### src/rtl/region_pkg.sv
// Shared types and defaults for the region-growing result streamer.
package region_pkg;

    localparam int DEF_ROWS   = 273;
    localparam int DEF_COLS   = 182;
    localparam int DEF_ADDR_W = $clog2(DEF_ROWS * DEF_COLS);

    typedef struct packed {
        logic [7:0] r;
        logic [7:0] g;
        logic [7:0] b;
    } rgb_t;

    typedef enum logic [1:0] {
        ST_IDLE = 2'd0,
        ST_RUN  = 2'd1,
        ST_DONE = 2'd2
    } state_t;

    localparam logic [1:0] SEL_R = 2'd0;
    localparam logic [1:0] SEL_G = 2'd1;
    localparam logic [1:0] SEL_B = 2'd2;

    function automatic logic [7:0] rgb_byte(input rgb_t px, input logic [1:0] sel);
        case (sel)
            SEL_R:   return px.r;
            SEL_G:   return px.g;
            default: return px.b;
        endcase
    endfunction

endpackage

### src/rtl/region_pix_buf.sv
// Two-entry pixel FIFO: the head is the pixel being serialised, the tail the prefetched one.
module region_pix_buf
    import region_pkg::*;
(
    input  logic clk_i,
    input  logic rst_i,
    input  logic clr_i,
    input  logic push_i,
    input  logic pop_i,
    input  rgb_t wdata_i,
    output rgb_t head_o,
    output logic full_o,
    output logic empty_o
);

    rgb_t       mem_q [2];
    logic       wr_ptr_q;
    logic       rd_ptr_q;
    logic [1:0] count_q;

    always_ff @(posedge clk_i or posedge rst_i) begin
        if (rst_i) begin
            mem_q[0] <= '0;
            mem_q[1] <= '0;
            wr_ptr_q <= 1'b0;
            rd_ptr_q <= 1'b0;
            count_q  <= 2'd0;
        end else if (clr_i) begin
            mem_q[0] <= '0;
            mem_q[1] <= '0;
            wr_ptr_q <= 1'b0;
            rd_ptr_q <= 1'b0;
            count_q  <= 2'd0;
        end else begin
            if (push_i) begin
                mem_q[wr_ptr_q] <= wdata_i;
                wr_ptr_q        <= ~wr_ptr_q;
            end
            if (pop_i) begin
                rd_ptr_q <= ~rd_ptr_q;
            end
            count_q <= count_q + {1'b0, push_i} - {1'b0, pop_i};
        end
    end

    assign head_o  = mem_q[rd_ptr_q];
    assign full_o  = (count_q == 2'd2);
    assign empty_o = (count_q == 2'd0);

endmodule

### src/rtl/region_result_streamer.sv
// Streams the result frame buffer in raster order as R,G,B bytes over valid/ready
// and counts pixels with a non-zero RGB value.
module region_result_streamer
    import region_pkg::*;
#(
    parameter int ROWS   = DEF_ROWS,
    parameter int COLS   = DEF_COLS,
    parameter int ADDR_W = DEF_ADDR_W
) (
    input  logic              clk,
    input  logic              rst,
    input  logic              start,
    output logic              busy,
    output logic              done,
    output logic              rd_en,
    output logic [ADDR_W-1:0] rd_addr,
    input  logic [23:0]       rd_data,
    output logic              m_valid,
    input  logic              m_ready,
    output logic [7:0]        m_data,
    output logic              m_sof,
    output logic              m_eof,
    output logic [ADDR_W-1:0] region_count
);

    localparam int                NPIX     = ROWS * COLS;
    localparam logic [ADDR_W:0]   NPIX_C   = (ADDR_W + 1)'(NPIX);
    localparam logic [ADDR_W-1:0] LAST_PIX = ADDR_W'(NPIX - 1);

    state_t            state_q;
    logic              busy_q;
    logic              done_q;
    logic              rd_en_q;
    logic              resp_q;
    logic [ADDR_W-1:0] rd_addr_q;
    logic [ADDR_W:0]   issue_cnt_q;
    logic [ADDR_W-1:0] pix_cnt_q;
    logic [ADDR_W-1:0] region_q;
    logic [1:0]        sel_q;

    logic buf_clr, buf_push, buf_pop, buf_full, buf_empty;
    rgb_t buf_head;
    logic hs, issue, frame_end;

    // resp_q marks the cycle rd_data is valid; a read is in flight while rd_en_q or resp_q is set.
    assign buf_clr   = (state_q == ST_IDLE) && start;
    assign buf_push  = resp_q;
    assign hs        = m_valid && m_ready;
    assign buf_pop   = hs && (sel_q == SEL_B);
    assign frame_end = buf_pop && (pix_cnt_q == LAST_PIX);
    assign issue     = (state_q == ST_RUN) && !buf_full && !rd_en_q && !resp_q
                       && (issue_cnt_q < NPIX_C);

    region_pix_buf u_pix_buf (
        .clk_i   (clk),
        .rst_i   (rst),
        .clr_i   (buf_clr),
        .push_i  (buf_push),
        .pop_i   (buf_pop),
        .wdata_i (rgb_t'(rd_data)),
        .head_o  (buf_head),
        .full_o  (buf_full),
        .empty_o (buf_empty)
    );

    always_ff @(posedge clk or posedge rst) begin
        if (rst) begin
            state_q     <= ST_IDLE;
            busy_q      <= 1'b0;
            done_q      <= 1'b0;
            rd_en_q     <= 1'b0;
            resp_q      <= 1'b0;
            rd_addr_q   <= '0;
            issue_cnt_q <= '0;
            pix_cnt_q   <= '0;
            region_q    <= '0;
            sel_q       <= SEL_R;
        end else begin
            rd_en_q <= 1'b0;
            resp_q  <= rd_en_q;
            done_q  <= 1'b0;
            case (state_q)
                ST_IDLE: begin
                    if (start) begin
                        state_q     <= ST_RUN;
                        busy_q      <= 1'b1;
                        rd_en_q     <= 1'b1;
                        rd_addr_q   <= '0;
                        issue_cnt_q <= (ADDR_W + 1)'(1);
                        pix_cnt_q   <= '0;
                        region_q    <= '0;
                        sel_q       <= SEL_R;
                    end
                end
                ST_RUN: begin
                    if (issue) begin
                        rd_en_q     <= 1'b1;
                        rd_addr_q   <= issue_cnt_q[ADDR_W-1:0];
                        issue_cnt_q <= issue_cnt_q + 1'b1;
                    end
                    if (buf_push && (rd_data != 24'd0)) begin
                        region_q <= region_q + 1'b1;
                    end
                    if (hs) begin
                        sel_q <= (sel_q == SEL_B) ? SEL_R : sel_q + 2'd1;
                    end
                    if (buf_pop) begin
                        pix_cnt_q <= pix_cnt_q + 1'b1;
                    end
                    if (frame_end) begin
                        state_q <= ST_DONE;
                        busy_q  <= 1'b0;
                        done_q  <= 1'b1;
                    end
                end
                default: begin
                    state_q <= ST_IDLE;
                end
            endcase
        end
    end

    assign busy         = busy_q;
    assign done         = done_q;
    assign rd_en        = rd_en_q;
    assign rd_addr      = rd_addr_q;
    assign region_count = region_q;
    assign m_valid      = !buf_empty;
    assign m_data       = buf_empty ? 8'h00 : rgb_byte(buf_head, sel_q);
    assign m_sof        = m_valid && (pix_cnt_q == '0) && (sel_q == SEL_R);
    assign m_eof        = m_valid && (pix_cnt_q == LAST_PIX) && (sel_q == SEL_B);

endmodule
### config.mk
export PLATFORM = sky130hd
export DESIGN_NAME = region_result_streamer
export DESIGN_NICKNAME = d
export VERILOG_FILES = /design/src/rtl/region_pkg.sv /design/src/rtl/region_pix_buf.sv /design/src/rtl/region_result_streamer.sv
export SDC_FILE = /design/constraint.sdc
export NUM_CORES = 1
export LEC_CHECK = 0
export ABC_AREA = 1
export CAP_MARGIN = 20
export CORE_MARGIN = 3
export CORE_UTILIZATION = 52
export DETAILED_ROUTE_END_ITERATION = 10
export GPL_TIMING_DRIVEN = 0
export PLACE_DENSITY = 0.74
export SYNTH_ARGS = -nofsm -noshare
export SYNTH_HDL_FRONTEND = slang
export SYNTH_SLANG_ARGS = --single-unit
### constraint.sdc
create_clock -name clk -period 4.9 [get_ports clk]
set_clock_uncertainty 0.15 [all_clocks]
set_input_delay 0.735 -clock clk [delete_from_list [all_inputs] [get_ports clk]]
set_output_delay 0.735 -clock clk [all_outputs]
set_load 0.1 [all_outputs]
==> results.sh, run 1 <==
export IMPL_yosys_warnings=0
export IMPL_fin_area_um2=8630
export IMPL_min_path_cells=2
export IMPL_multi_input_area_um2=3070
export IMPL_antenna_found_initial=0
export IMPL_r2r_start="issue_cnt_q[0]$_DFFE_PP0P_"
export IMPL_first_global_vias=6326
export IMPL_cts_buffers=17
export IMPL_cts_setup_buffers=0
export IMPL_track_usage=0.261
export IMPL_grt_pass1_wl_um=30500
export IMPL_r2r_end="issue_cnt_q[8]$_DFFE_PP0P_"
export IMPL_syn_inst=954
export IMPL_regArea_um2=3130
export IMPL_initial_core_util=0.540
export IMPL_worstRegToRegCells=8
export IMPL_min_period_ns=3.90
export IMPL_worstHoldPathType="flop to flop"
export IMPL_crit_path_start="sel_q[1]$_DFFE_PP0P_"
export IMPL_syn_avg_cell_area_um2=7.26
export IMPL_tightest_slew_ns=1.01
export IMPL_synth_distinct_cells=33
export IMPL_max_slew_margin=0.326
export IMPL_start_kind="flop"
export IMPL_seq_area_frac_synth=0.451
export IMPL_post_cts_resized=0
export IMPL_place_area_um2=7910
export IMPL_peakVddDrop_mv=0.477
export IMPL_reg2reg_slack_ns=3.06
export IMPL_vias_per_cell=5.39
export IMPL_ys_seq_elements=125
export IMPL_worst_ep_required_time_ns=4.01
export IMPL_critPathMaxFanout=10
export IMPL_die_x_um=121
export IMPL_cp_arrival_ns=3.01
export IMPL_cts_root_buffer="clkbuf_16"
export IMPL_io_buffers=73
export IMPL_antenna_left=0
export IMPL_cp_end_kind="primary output"
export IMPL_cts_sinks=125
export IMPL_cts_hold_buf=0
export IMPL_wirelength_um=18400
export IMPL_dieArea_um2=14700
export IMPL_grt_start_max_net_pins=89
export IMPL_p_per_area_nw_per_um2=636
export IMPL_fmax_mhz=257
export IMPL_rsz0062_at_grt="false"
export IMPL_drt_first_pass_iters=6
export IMPL_core_um2=12800
export IMPL_rows=41
export IMPL_clk_pin_slew_ns=0.06
export IMPL_cts_tree="done"
export IMPL_drc_errors=0
export IMPL_place_congestion=0.922
export IMPL_grt_remaining_overflow=0
export IMPL_status="finished, final reports clean"
export IMPL_antenna_cells=0
export IMPL_synthToLayoutAreaGrowth_pct=24.5
export IMPL_hold_viol=0
export IMPL_syn_nets=989
export IMPL_slew_viol_final=0
export IMPL_period_share=0.796
export IMPL_cts_buffer_depth=2
export IMPL_wl_per_cell_um=14.9
export IMPL_leakagePower_nw=4.16
export IMPL_pin_count=74
export IMPL_setup_viol=0
export IMPL_n_fill_cell=1113
export IMPL_fin_nets=1082
export IMPL_finalSetupTns_ns=0
export IMPL_cts_max_level=4
export IMPL_dr_first_iter_drc_count=579
export IMPL_endpoint="m_data[0]"
export IMPL_die_height_um=121
export IMPL_hpwl_um=12600
export IMPL_drive_gt1_frac=0.0764
export IMPL_syn_cell_area_um2=6930
export IMPL_clkLatencyLatePin_ns=0.43
export IMPL_cap_violations=0
export IMPL_critical_path_class="flop to primary output"
export IMPL_route_vias_total=6637
per-layer routing:
| metal | routed length (um) | GRT usage | up-vias |
|---|---|---|---|
| li1 | - | - | 3273 |
| met1 | 8400 | 0.350 | 3082 |
| met2 | 8450 | 0.412 | 239 |
| met3 | 1010 | 0.0476 | 43 |
| met4 | 540 | 0.122 | 0 |
| met5 | 0 | 0 | - |
cells by family (layout without fill, tap and decap cells):
logic type | count (synthesis) | count (layout) | synth area share
and+or+nand+nor | 509 | 509 | 0.313
buffers and inverters | 179 | 285 | 0.106
xor gates and xnor gates | 10 | 10 | 0.0126
adders and majority gates | 7 | 7 | 0.0126
DFF | 125 | 125 | 0.451
AOI/OAI and AO/OA | 124 | 124 | 0.104
how the worst min path moves through the flow:
stage | endpoint | start | slack, ns
final | busy$_DFFE_PP0P_ | busy$_DFFE_PP0P_ | 0.32
after detailed placement | buf_push$_DFF_PP0_ | rd_en$_DFF_PP0_ | 0.31
after global placement | busy$_DFFE_PP0P_ | busy$_DFFE_PP0P_ | 0.30
after CTS | busy$_DFFE_PP0P_ | busy$_DFFE_PP0P_ | 0.33
after global routing | buf_push$_DFF_PP0_ | rd_en$_DFF_PP0_ | 0.37
after floorplan | issue_cnt_q[16]$_DFFE_PP0P_ | issue_cnt_q[16]$_DFFE_PP0P_ | 0.34
cells in the mapped netlist, drive strengths merged:
master,number,area share
nor4,1,0.00090
o211ai,7,0.0076
o21ai,42,0.031
buf,32,0.026
a21oi,22,0.016
clkbuf,5,0.0027
inv,142,0.077
nand4,33,0.030
o21bai,4,0.0043
ha,7,0.013
xor2,7,0.0088
nor3,7,0.0058
nor3b,2,0.0022
a21boi,1,0.0011
and3,2,0.0018
nand3,90,0.066
nor2,129,0.072
nand2,245,0.14
dfrtp,125,0.45
o22ai,48,0.043
xnor2,3,0.0038
layout by cell type, fill, tap and decap left out, types with 2 or more instances in the layout:
cell,Yosys,layout
nand4_1,33,33
nor2_2,6,6
clkinvlp_4,0,2
nand2_2,4,4
nor3_1,6,6
nand3_1,89,89
inv_6,0,2
clkinv_4,0,2
inv_2,3,3
o22ai_1,48,48
ha_1,7,7
and3_1,2,2
clkdlybuf4s50_1,0,73
o21ai_0,37,37
buf_1,4,4
clkinv_2,0,2
buf_6,3,3
a21oi_1,21,21
inv_1,139,138
o211ai_1,7,7
bufinv_16,0,8
o21ai_2,2,2
dfrtp_1,125,125
buf_2,22,22
buf_4,3,3
clkbuf_1,5,5
clkbuf_16,0,17
o21bai_1,4,4
xor2_1,7,7
nor3b_1,2,2
nor2_1,123,123
o21ai_1,3,3
nand2_1,240,240
xnor2_1,3,3
power breakdown:
group / internal [mW] / total, mW / switching [mW]
combinational: 0.665 / 2.38 / 1.72
sequential: 1.34 / 1.56 / 0.220
clock: 1.06 / 1.54 / 0.487
critical path: stages (launching register included):
cell,delay [ns]
dfrtp_1,0.42
inv_2,0.20
nand2_1,0.30
a21oi_1,0.20
o21ai_0,0.12
nand3_1,0.11
nand2_1,0.06
inv_1,0.06
clkdlybuf4s50_1,1.12
stage by stage:
step / worst slack, ns / power (mW) / util / cells / hold WS (ns)
6_report: 1.00 / 5.49 / 0.673 / 1232 / 0.320
4_1_cts: 1.04 / 5.49 / 0.673 / 1232 / 0.327
3_3_place_gp: -1.18 / 3.90 / 0.614 / 1199 / 0.304
2_1_floorplan: 0.687 / 3.34 / - / 954 / 0.341
5_1_grt: 0.853 / 5.79 / 0.673 / 1232 / 0.371
3_5_place_dp: 1.49 / 3.93 / 0.617 / 1200 / 0.313
state kept, by name (all words and copies together) (netlist names):
signal / cells
u_pix_buf.rd_ptr_q: 1
u_pix_buf.wr_ptr_q: 1
done: 1
region_count: 16
rd_addr: 16
issue_cnt_q: 17
busy: 1
sel_q: 2
state_q: 2
rd_en: 1
u_pix_buf.count_q: 2
pix_cnt_q: 16
u_pix_buf.mem_q: 48
buf_push: 1
cell type report:
type | instances | area share
Inverter | 142 | 0.0624
Sequential cell | 125 | 0.363
Clock inverter | 15 | 0.0338
Clock buffer | 17 | 0.0493
Buffer | 37 | 0.0232
Tap cell | 172 | 0.0249
Multi-Input combinational cell | 650 | 0.356
Timing Repair Buffer | 74 | 0.0879
Note: power is estimated with default switching activity, not from simulation.
==> run 2, diff against run 1 <==
==> constraint.sdc (replaced) <==
create_clock -name clk -period 3.66 [get_ports clk]
set_clock_uncertainty 0.15 [all_clocks]
set_input_delay 0.549 -clock clk [delete_from_list [all_inputs] [get_ports clk]]
set_output_delay 0.549 -clock clk [all_outputs]
set_load 0.1 [all_outputs]
==> results.sh, run 2 (synthesized netlist as in run 1, its figures left out) <==
export IMPL_finalSetupTns_ns=0
export IMPL_switching_share=0.454
export IMPL_hpwl_um=12800
export IMPL_drc_errors=0
export IMPL_p_per_area_nw_per_um2=832
export IMPL_die_height_um=121
export IMPL_dr_first_iter_drc_count=552
export IMPL_route_vias_total=6571
export IMPL_place_ws_ns=0.436
export IMPL_die_x_um=121
export IMPL_wirelength_um=18400
export IMPL_initial_core_util=0.540
export IMPL_cts_buffers=17
export IMPL_antenna_found_initial=0
export IMPL_multi_input_area_um2=3070
export IMPL_status="finished, final reports clean"
export IMPL_cp_arrival_ns=2.74
export IMPL_wl_per_cell_um=14.9
export IMPL_internal_power_mw=3.91
export IMPL_antenna_left=0
export IMPL_worstHoldPathType="flop to flop"
export IMPL_track_usage=0.259
export IMPL_setup_viol=0
export IMPL_place_congestion=0.903
export IMPL_met1_length_um=8360
export IMPL_final_cell_mix="nand2_1, inv_1, dfrtp_1"
export IMPL_cts_buffer_depth=2
export IMPL_largest_register_ffs=48
export IMPL_rows=41
export IMPL_clk_pin_slew_ns=0.06
export IMPL_regArea_um2=3130
export IMPL_p_total_mw=7.16
export IMPL_drt_first_pass_iters=5
export IMPL_peakVddDrop_mv=0.482
export IMPL_cap_violations=0
export IMPL_rsz0062_at_grt="false"
export IMPL_setup_ws_ns=0.226
export IMPL_regMostFlops="u_pix_buf.mem_q"
export IMPL_switchingPower_mw=3.25
export IMPL_tightest_slew_ns=0.997
export IMPL_top_regs="u_pix_buf.mem_q (48), issue_cnt_q (17)"
export IMPL_top_layer="met4"
export IMPL_critical_path_class="flop to primary output"
export IMPL_hold_viol=0
export IMPL_max_slew_margin=0.333
export IMPL_core_um2=12800
export IMPL_antenna_cells=0
export IMPL_grt_pass1_wl_um=30300
export IMPL_clkPwrFrac=0.267
export IMPL_clkLatencyLatePin_ns=0.42
export IMPL_cts_root_buffer="clkbuf_16"
export IMPL_dieArea_um2=14700
export IMPL_drive_gt1_frac=0.0782
export IMPL_met3WireLength_um=1100
export IMPL_place_area_um2=7940
export IMPL_period_share=0.938
export IMPL_grt_start_max_net_pins=42
export IMPL_pwr_share_comb=0.440
export IMPL_fin_area_um2=8610
export IMPL_fin_nets=1084
export IMPL_vias_per_cell=5.32
export IMPL_synthToLayoutAreaGrowth_pct=24.2
export IMPL_cts_sinks=125
export IMPL_first_global_vias=6175
export IMPL_critPathMaxFanout=10
export IMPL_pin_count=74
export IMPL_io_buffers=73
export IMPL_min_period_ns=3.43
export IMPL_leakagePower_nw=4.19
export IMPL_final_cells=1234
export IMPL_grt_remaining_overflow=0
export IMPL_cts_tree="done"
export IMPL_fmax_mhz=291
export IMPL_cp_end_kind="primary output"
export IMPL_worst_ep_required_time_ns=2.96
export IMPL_slew_viol_final=0
export IMPL_cts_max_level=4
export IMPL_dp_cells=1202
export IMPL_n_fill_cell=1123
export IMPL_p_seq_frac=0.293
export IMPL_met2_length_um=8580
export IMPL_final_common_cell="nand2_1"
export IMPL_start_kind="flop"
run 2: cell count changes in the layout (fill, tap and decap cells not counted):
cell | previous run | this run
clkinv_4 | 2 | 0
inv_6 | 2 | 0
clkinvlp_4 | 2 | 9
clkdlybuf4s50_1 | 73 | 63
dlymetal6s2s_1 | 0 | 2
clkinv_2 | 2 | 1
buf_16 | 1 | 0
bufinv_16 | 8 | 6
dlygate4sd2_1 | 0 | 8
buf_12 | 0 | 3
run 2: layer usage:
metal,track usage,vias up
met5,0,-
met1,0.355,3050
li1,-,3274
met3,0.0559,24
met4,0.0833,0
met2,0.411,223
run 2: critical path, cell delays in order, from the launching register on:
cell and delay [ns]:
dfrtp_1 0.42, inv_2 0.19, nand2_1 0.29, a21oi_1 0.22, o21ai_0 0.14, nand3_1 0.10, nand2_1 0.05, inv_1 0.07
dlygate4sd2_1 0.84
run 2: layout make-up:
class / instances / area share
buffer: 37 / 0.0233
clock buffer: 17 / 0.0494
clock inverter: 15 / 0.0285
inverter: 142 / 0.0624
multi-input combinational: 650 / 0.357
sequential: 125 / 0.363
tap: 172 / 0.0250
timing repair buffer: 76 / 0.0913
run 2: what timing repair did:
item | CTS | global route
hold buffers | 0 | 0
resized for setup | 8 | 2
gates cloned | 0 | 0
endpoints found under the setup margin | 8 | 2
pin swaps | 0 | 0
setup buffers | 0 | 0
run 2: final timing paths:
path	to	slack, ns	cells past startpoint	start
max in group asynchronous	u_pix_buf.mem_q[34]$_DFFE_PP0P_	2.13	4	rst
worst min register to register	busy$_DFFE_PP0P_	0.33	2	busy$_DFFE_PP0P_
min in group asynchronous	issue_cnt_q[12]$_DFFE_PP0P_	0.40	2	rst
worst min-delay path	busy$_DFFE_PP0P_	0.33	2	busy$_DFFE_PP0P_
worst max-delay path	m_data[2]	0.23	8	sel_q[1]$_DFFE_PP0P_
worst max register to register	u_pix_buf.count_q[1]$_DFF_PP0_	1.82	10	u_pix_buf.count_q[1]$_DFF_PP0_
run 2: power by group through the flow:
| stage | clock network (mW) | logic (mW) | registers (mW) |
|---|---|---|---|
| after floorplan | 0 | 2.10 | 2.37 |
| after global placement | 0 | 3.14 | 2.09 |
| after detailed placement | 0 | 3.18 | 2.10 |
| after CTS | 1.92 | 3.15 | 2.09 |
| after global routing | 1.99 | 3.42 | 2.15 |
| final | 1.91 | 3.15 | 2.10 |
run 2: metrics by stage:
step / hold WS [ns] / utilization
after floorplan: 0.341 / -
after global placement: 0.309 / 0.614
after detailed placement: 0.323 / 0.619
after CTS: 0.336 / 0.671
after global routing: 0.351 / 0.671
final: 0.325 / 0.671
==> run 3, diff against run 2 <==
--- a/config.mk
+++ b/config.mk
@@ -12,6 +12,7 @@
 export DETAILED_ROUTE_END_ITERATION = 10
 export GPL_TIMING_DRIVEN = 0
 export PLACE_DENSITY = 0.74
+export RECOVER_POWER = 100
 export SYNTH_ARGS = -nofsm -noshare
 export SYNTH_HDL_FRONTEND = slang
 export SYNTH_SLANG_ARGS = --single-unit
==> results.sh, run 3 (synthesized netlist as in run 1, its figures left out) <==
export IMPL_status="finished, violations left"
export IMPL_violations="max-capacitance violations, max-slew violations"
export IMPL_cp_end_kind="primary output"
export IMPL_cp_arrival_ns=2.76
export IMPL_route_vias_total=6604
export IMPL_cts_root_buffer="clkbuf_16"
export IMPL_wl_per_cell_um=15.0
export IMPL_largest_register_ffs=48
export IMPL_dieArea_um2=14700
export IMPL_antenna_found_initial=0
export IMPL_core_um2=12800
export IMPL_grt_remaining_overflow=0
export IMPL_period_share=0.944
export IMPL_die_height_um=121
export IMPL_fmax_mhz=289
export IMPL_worst_ep_required_time_ns=2.96
export IMPL_antenna_cells=0
export IMPL_top_regs="u_pix_buf.mem_q (48), issue_cnt_q (17)"
export IMPL_finalSetupTns_ns=0
export IMPL_regMostFlops="u_pix_buf.mem_q"
export IMPL_first_global_vias=6175
export IMPL_rsz0062_at_grt="false"
export IMPL_worstHoldPathType="flop to flop"
export IMPL_min_period_ns=3.46
export IMPL_tightest_slew_ns=1.85
export IMPL_slew_viol_final=62
export IMPL_drive_gt1_frac=0.0574
export IMPL_drc_errors=0
export IMPL_peakVddDrop_mv=0.474
export IMPL_start_kind="flop"
export IMPL_io_buffers=73
export IMPL_slowest_stage="clkbuf_1"
export IMPL_cts_hold_buf=0
export IMPL_antenna_left=0
export IMPL_setup_viol=0
export IMPL_initial_core_util=0.540
export IMPL_critPathMaxFanout=10
export IMPL_p_total_mw=7.05
export IMPL_cts_buffers=17
export IMPL_critPathMostFrequentCell="nand2_1"
export IMPL_grt_pass1_wl_um=30300
export IMPL_synthToLayoutAreaGrowth_pct=22.1
export IMPL_dr_first_iter_drc_count=581
export IMPL_p_per_area_nw_per_um2=833
export IMPL_pin_count=74
export IMPL_drt_first_pass_iters=5
export IMPL_final_cell_mix="nand2_1, inv_1, dfrtp_1"
export IMPL_rows=41
export IMPL_slowest_delay_ns=0.86
export IMPL_wirelength_um=18500
export IMPL_crit_chain="inv_2, nand2_1, a21oi_1, o21ai_0, nand3_1, nand2_1, inv_1, clkbuf_1"
export IMPL_hold_viol=0
export IMPL_final_common_cell="nand2_1"
export IMPL_critical_path_class="flop to primary output"
export IMPL_clk_pin_slew_ns=0.06
export IMPL_vias_per_cell=5.35
export IMPL_clkLatencyLatePin_ns=0.42
export IMPL_track_usage=0.259
export IMPL_max_slew_margin=-0.236
export IMPL_leakagePower_nw=4.16
export IMPL_place_congestion=0.903
export IMPL_cts_sinks=125
export IMPL_cap_violations=2
export IMPL_cts_buffer_depth=2
export IMPL_fin_nets=1084
export IMPL_cts_max_level=4
export IMPL_cp_num_buf_inv=3
export IMPL_grt_start_max_net_pins=42
export IMPL_die_x_um=121
export IMPL_cts_tree="done"
export IMPL_critical_path_top_delay_family="buffers and inverters"
export IMPL_hpwl_um=12800
==> run 3: cell types whose count changed in the layout (fill, tap and decap cells not counted), moves of 2 or more <==
cell             delta
buf_2              -10
buf_4               -2
nand2_2             -4
nand2_1             +5
dlygate4sd3_1      +39
dlymetal6s2s_1      -2
dlygate4sd2_1       -8
buf_12              -2
clkbuf_1           +26
clkdlybuf4s50_1    -39
==> run 3: power breakdown <==
part | internal, mW | total, mW | switching, mW
Sequential | 1.80 | 2.09 | 0.298
Clock | 1.27 | 1.91 | 0.638
Combinational | 0.739 | 3.05 | 2.31
==> run 3: stage by stage <==
step / instances / cell area (um2) / hold WS (ns) / setup WS (ns) / utilization
finish: 1234 / 8460 / 0.320 / 0.203 / 0.660
global placement: 1199 / 7880 / 0.309 / 0.232 / 0.614
detailed placement: 1202 / 7940 / 0.323 / 0.436 / 0.619
global route: 1234 / 8460 / 0.347 / 0.0913 / 0.660
CTS: 1234 / 8600 / 0.336 / 0.0315 / 0.671
floorplan: 954 / 6930 / 0.341 / 0.000723 / -
==> run 3: final cells by class <==
cell class                      count  area [um2]
Inverter                          142         534
Fill cell                        1154        4360
Timing Repair Buffer               76         696
Sequential cell                   125        3130
Multi-Input combinational cell    650        3050
Tap cell                          172         215
Clock inverter                     15         245
Buffer                             37         173
Clock buffer                       17         425
==> run 3: worst reg2reg max path: cells and delay by family (launching register included) <==
kind / cells / cell delay (ns)
buf+inv: 2 / 0.99
simple gates: 4 / 0.58
flops: 1 / 0.35
==> run 3: routing by layer <==
layer / up-vias / wire length, um / share of wire / track usage
met5: - / 0 / 0 / 0
li1: 3280 / - / - / -
met1: 3068 / 8490 / 0.46 / 0.355
met2: 227 / 8590 / 0.47 / 0.411
met4: 0 / 338 / 0.018 / 0.0833
met3: 29 / 1050 / 0.057 / 0.0559
==> run 3: worst paths after layout <==
| path | from | endpoint | slack, ns | cells past startpoint |
|---|---|---|---|---|
| worst max register to register | state_q[1]$_DFFE_PP0P_ | issue_cnt_q[11]$_DFFE_PP0P_ | 1.52 | 6 |
| worst max-delay path | sel_q[1]$_DFFE_PP0P_ | m_data[2] | 0.20 | 8 |
| max in group asynchronous | rst | u_pix_buf.mem_q[38]$_DFFE_PP0P_ | 0.51 | 3 |
| min in group asynchronous | rst | issue_cnt_q[12]$_DFFE_PP0P_ | 0.64 | 2 |
| worst min register to register | busy$_DFFE_PP0P_ | busy$_DFFE_PP0P_ | 0.32 | 2 |
| worst min-delay path | busy$_DFFE_PP0P_ | busy$_DFFE_PP0P_ | 0.32 | 2 |
==> run 3: timing repair <==
action | in CTS | in global routing
gates resized for setup | 8 | 2
buffers inserted | 0 | 0
endpoints found under the hold margin | 0 | 0
endpoints found under the setup margin | 8 | 2
